`src/rtl/matrix_pkg.sv`:
```
// Shared definitions for the 3x3 matrix multiplier drain path: sizes, FSM
// encoding and element-index to (row,col) lookup tables.
package matrix_pkg;

   localparam int DATA_W_DEF = 8;
   localparam int N          = 3;
   localparam int ELEMS      = N * N;

   localparam logic [3:0] LAST_IDX = 4'd8;

   typedef enum logic [1:0] {
      ST_IDLE = 2'd0,
      ST_SEND = 2'd1,
      ST_FIN  = 2'd2
   } state_t;

   // Two bits per element index, index 0 in the LSBs
   localparam logic [2*ELEMS-1:0] IDX_DIV_N = {2'd2, 2'd2, 2'd2, 2'd1, 2'd1, 2'd1, 2'd0, 2'd0, 2'd0};
   localparam logic [2*ELEMS-1:0] IDX_MOD_N = {2'd2, 2'd1, 2'd0, 2'd2, 2'd1, 2'd0, 2'd2, 2'd1, 2'd0};

   localparam logic [2*ELEMS-1:0] RM_ROW_TAB = IDX_DIV_N;
   localparam logic [2*ELEMS-1:0] RM_COL_TAB = IDX_MOD_N;
   localparam logic [2*ELEMS-1:0] CM_ROW_TAB = IDX_MOD_N;
   localparam logic [2*ELEMS-1:0] CM_COL_TAB = IDX_DIV_N;

endpackage

```
`src/rtl/matrix_idx_map.sv`:
```
// Maps a stream element index to its (row,col) position and last flag for
// either row-major or column-major traversal of a 3x3 matrix.
module matrix_idx_map
   import matrix_pkg::*;
#(
   parameter bit COL_MAJOR = 1'b0
) (
   input  logic [3:0] idx,
   output logic [1:0] row,
   output logic [1:0] col,
   output logic       last
);

   logic [4:0] bit_pos;

   assign bit_pos = {idx, 1'b0};

   always_comb begin
      row  = 2'd0;
      col  = 2'd0;
      last = 1'b0;
      if (idx <= LAST_IDX) begin
         row  = COL_MAJOR ? CM_ROW_TAB[bit_pos +: 2] : RM_ROW_TAB[bit_pos +: 2];
         col  = COL_MAJOR ? CM_COL_TAB[bit_pos +: 2] : RM_COL_TAB[bit_pos +: 2];
         last = (idx == LAST_IDX);
      end
   end

endmodule

```
`src/rtl/matrix_result_reader.sv`:
```
// Snapshots the nine multiplier products on the done rising edge and streams
// them over a valid/ready port with row/col tags, then pulses rd_done.
//
// state | meaning
// IDLE  | waiting for a mat_done rising edge to capture results
// SEND  | presenting buffer[idx] on the output port
// FIN   | rd_done pulse after the ninth handshake
module matrix_result_reader
   import matrix_pkg::*;
#(
   parameter int DATA_W    = DATA_W_DEF,
   parameter bit COL_MAJOR = 1'b0
) (
   input  logic              clk,
   input  logic              reset,
   input  logic              mat_done,
   input  logic [DATA_W-1:0] m1_in,
   input  logic [DATA_W-1:0] m2_in,
   input  logic [DATA_W-1:0] m3_in,
   input  logic [DATA_W-1:0] m4_in,
   input  logic [DATA_W-1:0] m5_in,
   input  logic [DATA_W-1:0] m6_in,
   input  logic [DATA_W-1:0] m7_in,
   input  logic [DATA_W-1:0] m8_in,
   input  logic [DATA_W-1:0] m9_in,
   input  logic              abort,
   output logic              out_valid,
   input  logic              out_ready,
   output logic [DATA_W-1:0] out_data,
   output logic [1:0]        out_row,
   output logic [1:0]        out_col,
   output logic              out_last,
   output logic              busy,
   output logic              rd_done,
   output logic              overrun
);

   state_t            state;
   logic [3:0]        idx;
   logic              done_d;
   logic [DATA_W-1:0] buf_q [ELEMS];

   logic       done_rise;
   logic       hs;
   logic [3:0] idx_nxt;
   logic [1:0] nxt_row;
   logic [1:0] nxt_col;
   logic       nxt_last;
   logic [3:0] nxt_sel;

   assign done_rise = mat_done & ~done_d;
   assign hs        = out_valid & out_ready;
   assign idx_nxt   = idx + 4'd1;
   assign busy      = (state != ST_IDLE);

   // Outputs are registered, so the map looks one element ahead
   matrix_idx_map #(.COL_MAJOR(COL_MAJOR)) u_idx_map (
      .idx  (idx_nxt),
      .row  (nxt_row),
      .col  (nxt_col),
      .last (nxt_last)
   );

   assign nxt_sel = {2'b00, nxt_row} * 4'd3 + {2'b00, nxt_col};

   always_ff @(posedge clk or negedge reset) begin
      if (!reset) begin
         state     <= ST_IDLE;
         idx       <= 4'd0;
         done_d    <= 1'b0;
         out_valid <= 1'b0;
         out_data  <= '0;
         out_row   <= 2'd0;
         out_col   <= 2'd0;
         out_last  <= 1'b0;
         rd_done   <= 1'b0;
         overrun   <= 1'b0;
         for (int i = 0; i < ELEMS; i++) buf_q[i] <= '0;
      end else begin
         done_d  <= mat_done;
         rd_done <= 1'b0;
         if (abort) begin
            state     <= ST_IDLE;
            idx       <= 4'd0;
            out_valid <= 1'b0;
            out_last  <= 1'b0;
            overrun   <= 1'b0;
         end else begin
            if (done_rise && state != ST_IDLE) overrun <= 1'b1;
            case (state)
               ST_IDLE: begin
                  if (done_rise) begin
                     buf_q[0]  <= m1_in;
                     buf_q[1]  <= m2_in;
                     buf_q[2]  <= m3_in;
                     buf_q[3]  <= m4_in;
                     buf_q[4]  <= m5_in;
                     buf_q[5]  <= m6_in;
                     buf_q[6]  <= m7_in;
                     buf_q[7]  <= m8_in;
                     buf_q[8]  <= m9_in;
                     idx       <= 4'd0;
                     out_valid <= 1'b1;
                     out_data  <= m1_in;
                     out_row   <= 2'd0;
                     out_col   <= 2'd0;
                     out_last  <= 1'b0;
                     state     <= ST_SEND;
                  end
               end
               ST_SEND: begin
                  if (hs) begin
                     if (idx == LAST_IDX) begin
                        idx       <= 4'd0;
                        out_valid <= 1'b0;
                        out_last  <= 1'b0;
                        rd_done   <= 1'b1;
                        state     <= ST_FIN;
                     end else begin
                        idx      <= idx_nxt;
                        out_data <= buf_q[nxt_sel];
                        out_row  <= nxt_row;
                        out_col  <= nxt_col;
                        out_last <= nxt_last;
                     end
                  end
               end
               ST_FIN:  state <= ST_IDLE;
               default: state <= ST_IDLE;
            endcase
         end
      end
   end

endmodule

```
`config.mk`:
```
export PLATFORM = sky130hd
export DESIGN_NAME = matrix_result_reader
export DESIGN_NICKNAME = d
export VERILOG_FILES = /design/src/rtl/matrix_pkg.sv /design/src/rtl/matrix_idx_map.sv /design/src/rtl/matrix_result_reader.sv
export SDC_FILE = /design/constraint.sdc
export NUM_CORES = 1
export LEC_CHECK = 0
export CAP_MARGIN = 20
export CORE_MARGIN = 4
export CORE_UTILIZATION = 47
export DETAILED_ROUTE_END_ITERATION = 10
export GPL_ROUTABILITY_DRIVEN = 0
export PLACE_DENSITY = 0.81
export SLEW_MARGIN = 20
export SYNTH_ARGS = -nofsm -noshare
export SYNTH_HDL_FRONTEND = slang
export SYNTH_SLANG_ARGS = --single-unit
```
`constraint.sdc`:
```
create_clock -name clk -period 4.07 [get_ports clk]
set_clock_uncertainty 0.05 [all_clocks]
set_input_delay 0.814 -clock clk [delete_from_list [all_inputs] [get_ports clk]]
set_output_delay 0.814 -clock clk [all_outputs]
set_load 0.03 [all_outputs]
```
==> summary.md <==
| Metric | Value |
|---|---|
| Status | `finished, final reports clean` |
| Net Sw Power | `between 0.6 and 0.7 mW` |
| DR DRC count | `0` |
| FF-to-FF End | `out_data[2]$_DFFE_PN0P_` |
| Maximum root-to-sink buffer count | `2` |
| Sw frac | `around 30%` |
| Hold Path Class | `reg2reg` |
| DRT Pass-1 Iters | `5` |
| Clk_lat worst skew | `between 0.3 and 0.4 ns` |
| Largest net degree at the start of global routing | `73` |
| Worst Path Arrival | `~4.2 ns` |
| Worst-path clk slew | `0.09 ns` |
| Hold Slack | `between 0.4 and 0.5 ns` |
| Met2 usage in global routing | `34.4%` |
| Final-layout fill cell count | `between 800 and 900` |
| Power, Total | `around 2.3 mW` |
| Die area | `around 12000 µm²` |
| Pwr dens | `about 390 nW/µm²` |
| Max-Slew Margin vs Limit | `a little over a third` |
| Max-slew violations | `0` |
| Starting density of the core | `approximately 48%` |
| Post-Syn Area per Cell | `9.02 µm²` |
| Critical Path RT | `4.29 ns` |
| Total track usage | `between 20% and 30%` |
| Post-Syn Area | `roughly 4700 µm²` |
| Worst setup path startpoint | `idx[0]$_DFFE_PN0P_` |
| GR Util met3 | `4.30%` |
| PortBufs | `93` |
| Final Hold Fails | `0` |
| Final worst setup slack | `approximately 0.11 ns` |
| N_diodes | `0` |
| DR vias | `a little over 4000` |
| Static Leak | `between 2 and 3 nW` |
| Via density per instance | `5.45` |
| Gr busiest metal | `met2` |
| CP startpoint kind | `flip-flop` |
| Number of flops mapped to enable cells by yosys | `0` |
| Worst reg2reg path depth | `14` |
| CTS Buf Count | `9` |
| Place WS | `-0.0449 ns` |
| Sink Count | `95` |
| Root Driver | `clkbuf_8` |
| Clk network pwr share | `about 27%` |
| Hold bufs inserted after CTS | `0` |
| CORE AREA | `slightly below 10000 µm²` |
| Fmax | `between 200 and 300 MHz` |
| Wire per inst | `roughly 16 µm` |
| Routed wire length | `approximately 12 mm` |
| Sequential area share after synthesis | `about half` |
| Net Count, Synth | `between 600 and 700` |
| CP endpoint kind | `flip-flop` |
| DP HPWL | `between 8 and 9 mm` |
| Antenna violations before repair | `0` |
| Worst r2r src | `idx[0]$_DFFE_PN0P_` |
| Tcrit/Tclk final | `around 97%` |
| Combinational group share of total power | `about a fifth` |
| Synth Warn # | `0` |
| Vias in the first global route | `around 4000` |
| Pint | `1.61 mW` |
| Synth unique cells | `46` |
| Peak supply drop | `a little under 0.2 mV` |
| CP max FO | `7` |
| Row Count | `36` |
| GRT overflow | `0` |
| Cell depth of the worst hold path | `2` |
| Hold wc startpoint | `buf_q[46]$_DFFE_PN0P_` |
| Core Util, Final | `between 60% and 70%` |
| Least-Margin Pin Slew | `0.980 ns` |
| Detail Route Antenna Nets | `0` |
| R2R Setup Slk | `0.11 ns` |
| CTS tree | `done` |
| Final Critical Period | `~4.0 ns` |
| M1 GR Usage | `29.1%` |
| IO Pins | `between 90 and 100` |
| DRT iter0 DRCs | `275` |
| Synth Instances | `approximately 520` |
| # H-tree levels | `3` |
| DIE HEIGHT | `around 110 µm` |
| CP Class | `reg2reg` |
| Max_cap viols | `0` |
| Synth Register Bits | `95` |
| Hold Path End | `buf_q[46]$_DFFE_PN0P_` |
| Async SR Flop Fraction | `100%` |
| Die W | `108 µm` |
| First-pass GRT wire length | `~20 mm` |
| Layout cells sized above 1 | `under 10%` |
| Prevailing post-synth register cell | `dfrtp_1` |
| Endpoints failing setup | `0` |
| Share of power burned in registers | `a little over half` |
| Area grow syn2layout | `26.1%` |
| NumNets Final | `690` |
==> cells by family (layout without fill, tap and decap cells) <==
| kind of cell | count (synthesis) | after routing | synth area share, % |
|---|---|---|---|
| AOI/OAI and AO/OA | 106 | 106 | 17.4 |
| xor gates and xnor gates | 3 | 3 | 0.556 |
| adders and majority gates | 9 | 9 | 2.70 |
| buffers and inverters | 42 | 126 | 4.71 |
| DFF | 95 | 95 | 50.3 |
| muxes | 4 | 4 | 0.900 |
| and+or+nand+nor | 265 | 265 | 23.4 |
==> stage by stage <==
step | setup TNS (ns) | std cells | cell area, µm²
global route | -0.00788 | 741 | 5960
CTS | 0 | 741 | 5910
finish | 0 | 741 | 5960
global placement | 0 | 726 | 5710
detailed placement | -0.182 | 726 | 5710
floorplan | 0 | 524 | 4720
==> synth_stat cells, drive strengths merged, types with 5 or more instances <==
cell type | count | area [µm²]
ha | 7 | 87.6
a21oi | 16 | 80.1
or4 | 8 | 60.1
inv | 8 | 30.0
o211a | 5 | 50.1
a311oi | 5 | 43.8
nor3b | 5 | 52.6
o21a | 29 | 218
dfrtp | 95 | 2380
buf | 30 | 176
nor2 | 14 | 52.6
a211oi | 29 | 248
nand2 | 222 | 833
==> layer usage <==
| metal | part of all wire [%] | vias up |
|---|---|---|
| met5 | 0 | - |
| met4 | 2.4 | 0 |
| met3 | 7.3 | 26 |
| met2 | 49 | 175 |
| met1 | 42 | 1921 |
| li1 | - | 1916 |
==> sequential cells by signal (all words and copies together) (netlist names) <==
signal and flops:
out_last 1, out_col 2, out_row 2, rd_done 1, done_d 1, idx 4
out_valid 1, overrun 1, out_data 8, buf_q 72, state 2
==> critical path, cell delays in order, from the launching register on <==
cell and delay [ns]:
dfrtp_2 0.43, ha_2 0.25, xor2_2 0.20, nand2_1 0.12, mux2i_1 0.24, inv_1 0.15, fa_1 0.47, inv_1 0.07
ha_1 0.14, inv_1 0.05, fa_2 0.63, o21a_2 0.20, a311oi_1 0.08, or4_1 0.57, a211oi_1 0.23
==> power groups by stage <==
stage	Sequential, mW	Combinational, mW	Clock (mW)
3_5_place_dp	1.24	0.463	0
6_report	1.22	0.461	0.622
5_1_grt	1.24	0.512	0.677
4_1_cts	1.22	0.465	0.630
3_3_place_gp	1.24	0.446	0
2_1_floorplan	1.24	0.226	0
==> cell type report <==
type	count	area (µm²)	area share, %
inverters	8	30.0	0.504
clock inverters	6	71.3	1.20
clock buffers	9	124	2.08
repair buffers	103	1000	16.8
well taps	133	166	2.79
flip-flops and latches	95	2380	40.0
multi-input cells	387	2180	36.6
==> worst max path at each step <==
stage | to | slack, ns | depth (start not counted)
after floorplan | out_data[1]$_DFFE_PN0P_ | 0.17 | 15
after global placement | out_data[2]$_DFFE_PN0P_ | 0.21 | 15
after detailed placement | out_data[4]$_DFFE_PN0P_ | -0.04 | 14
after CTS | out_data[2]$_DFFE_PN0P_ | 0.008 | 14
after global routing | out_data[1]$_DFFE_PN0P_ | -0.004 | 14
final | out_data[2]$_DFFE_PN0P_ | 0.11 | 14
==> timing repair <==
item	in CTS	in global routing
setup endpoints to repair	8	8
setup buffers	0	0
resized for setup	3	10
==> placed cells by master (no fill, tap or decap), types with 5 or more instances in the layout <==
| master | Yosys | final |
|---|---|---|
| a211oi_1 | 23 | 23 |
| a211oi_2 | 6 | 6 |
| a21oi_1 | 16 | 16 |
| a311oi_1 | 5 | 5 |
| buf_4 | 3 | 11 |
| clkbuf_8 | 0 | 9 |
| clkdlybuf4s50_1 | 0 | 92 |
| dfrtp_1 | 95 | 92 |
| ha_1 | 7 | 6 |
| inv_1 | 8 | 8 |
| nand2_1 | 222 | 221 |
| nor2_1 | 14 | 14 |
| o211a_1 | 5 | 5 |
| o21a_1 | 29 | 28 |
| or4_1 | 8 | 8 |
Note: power is estimated with default switching activity, not from simulation.
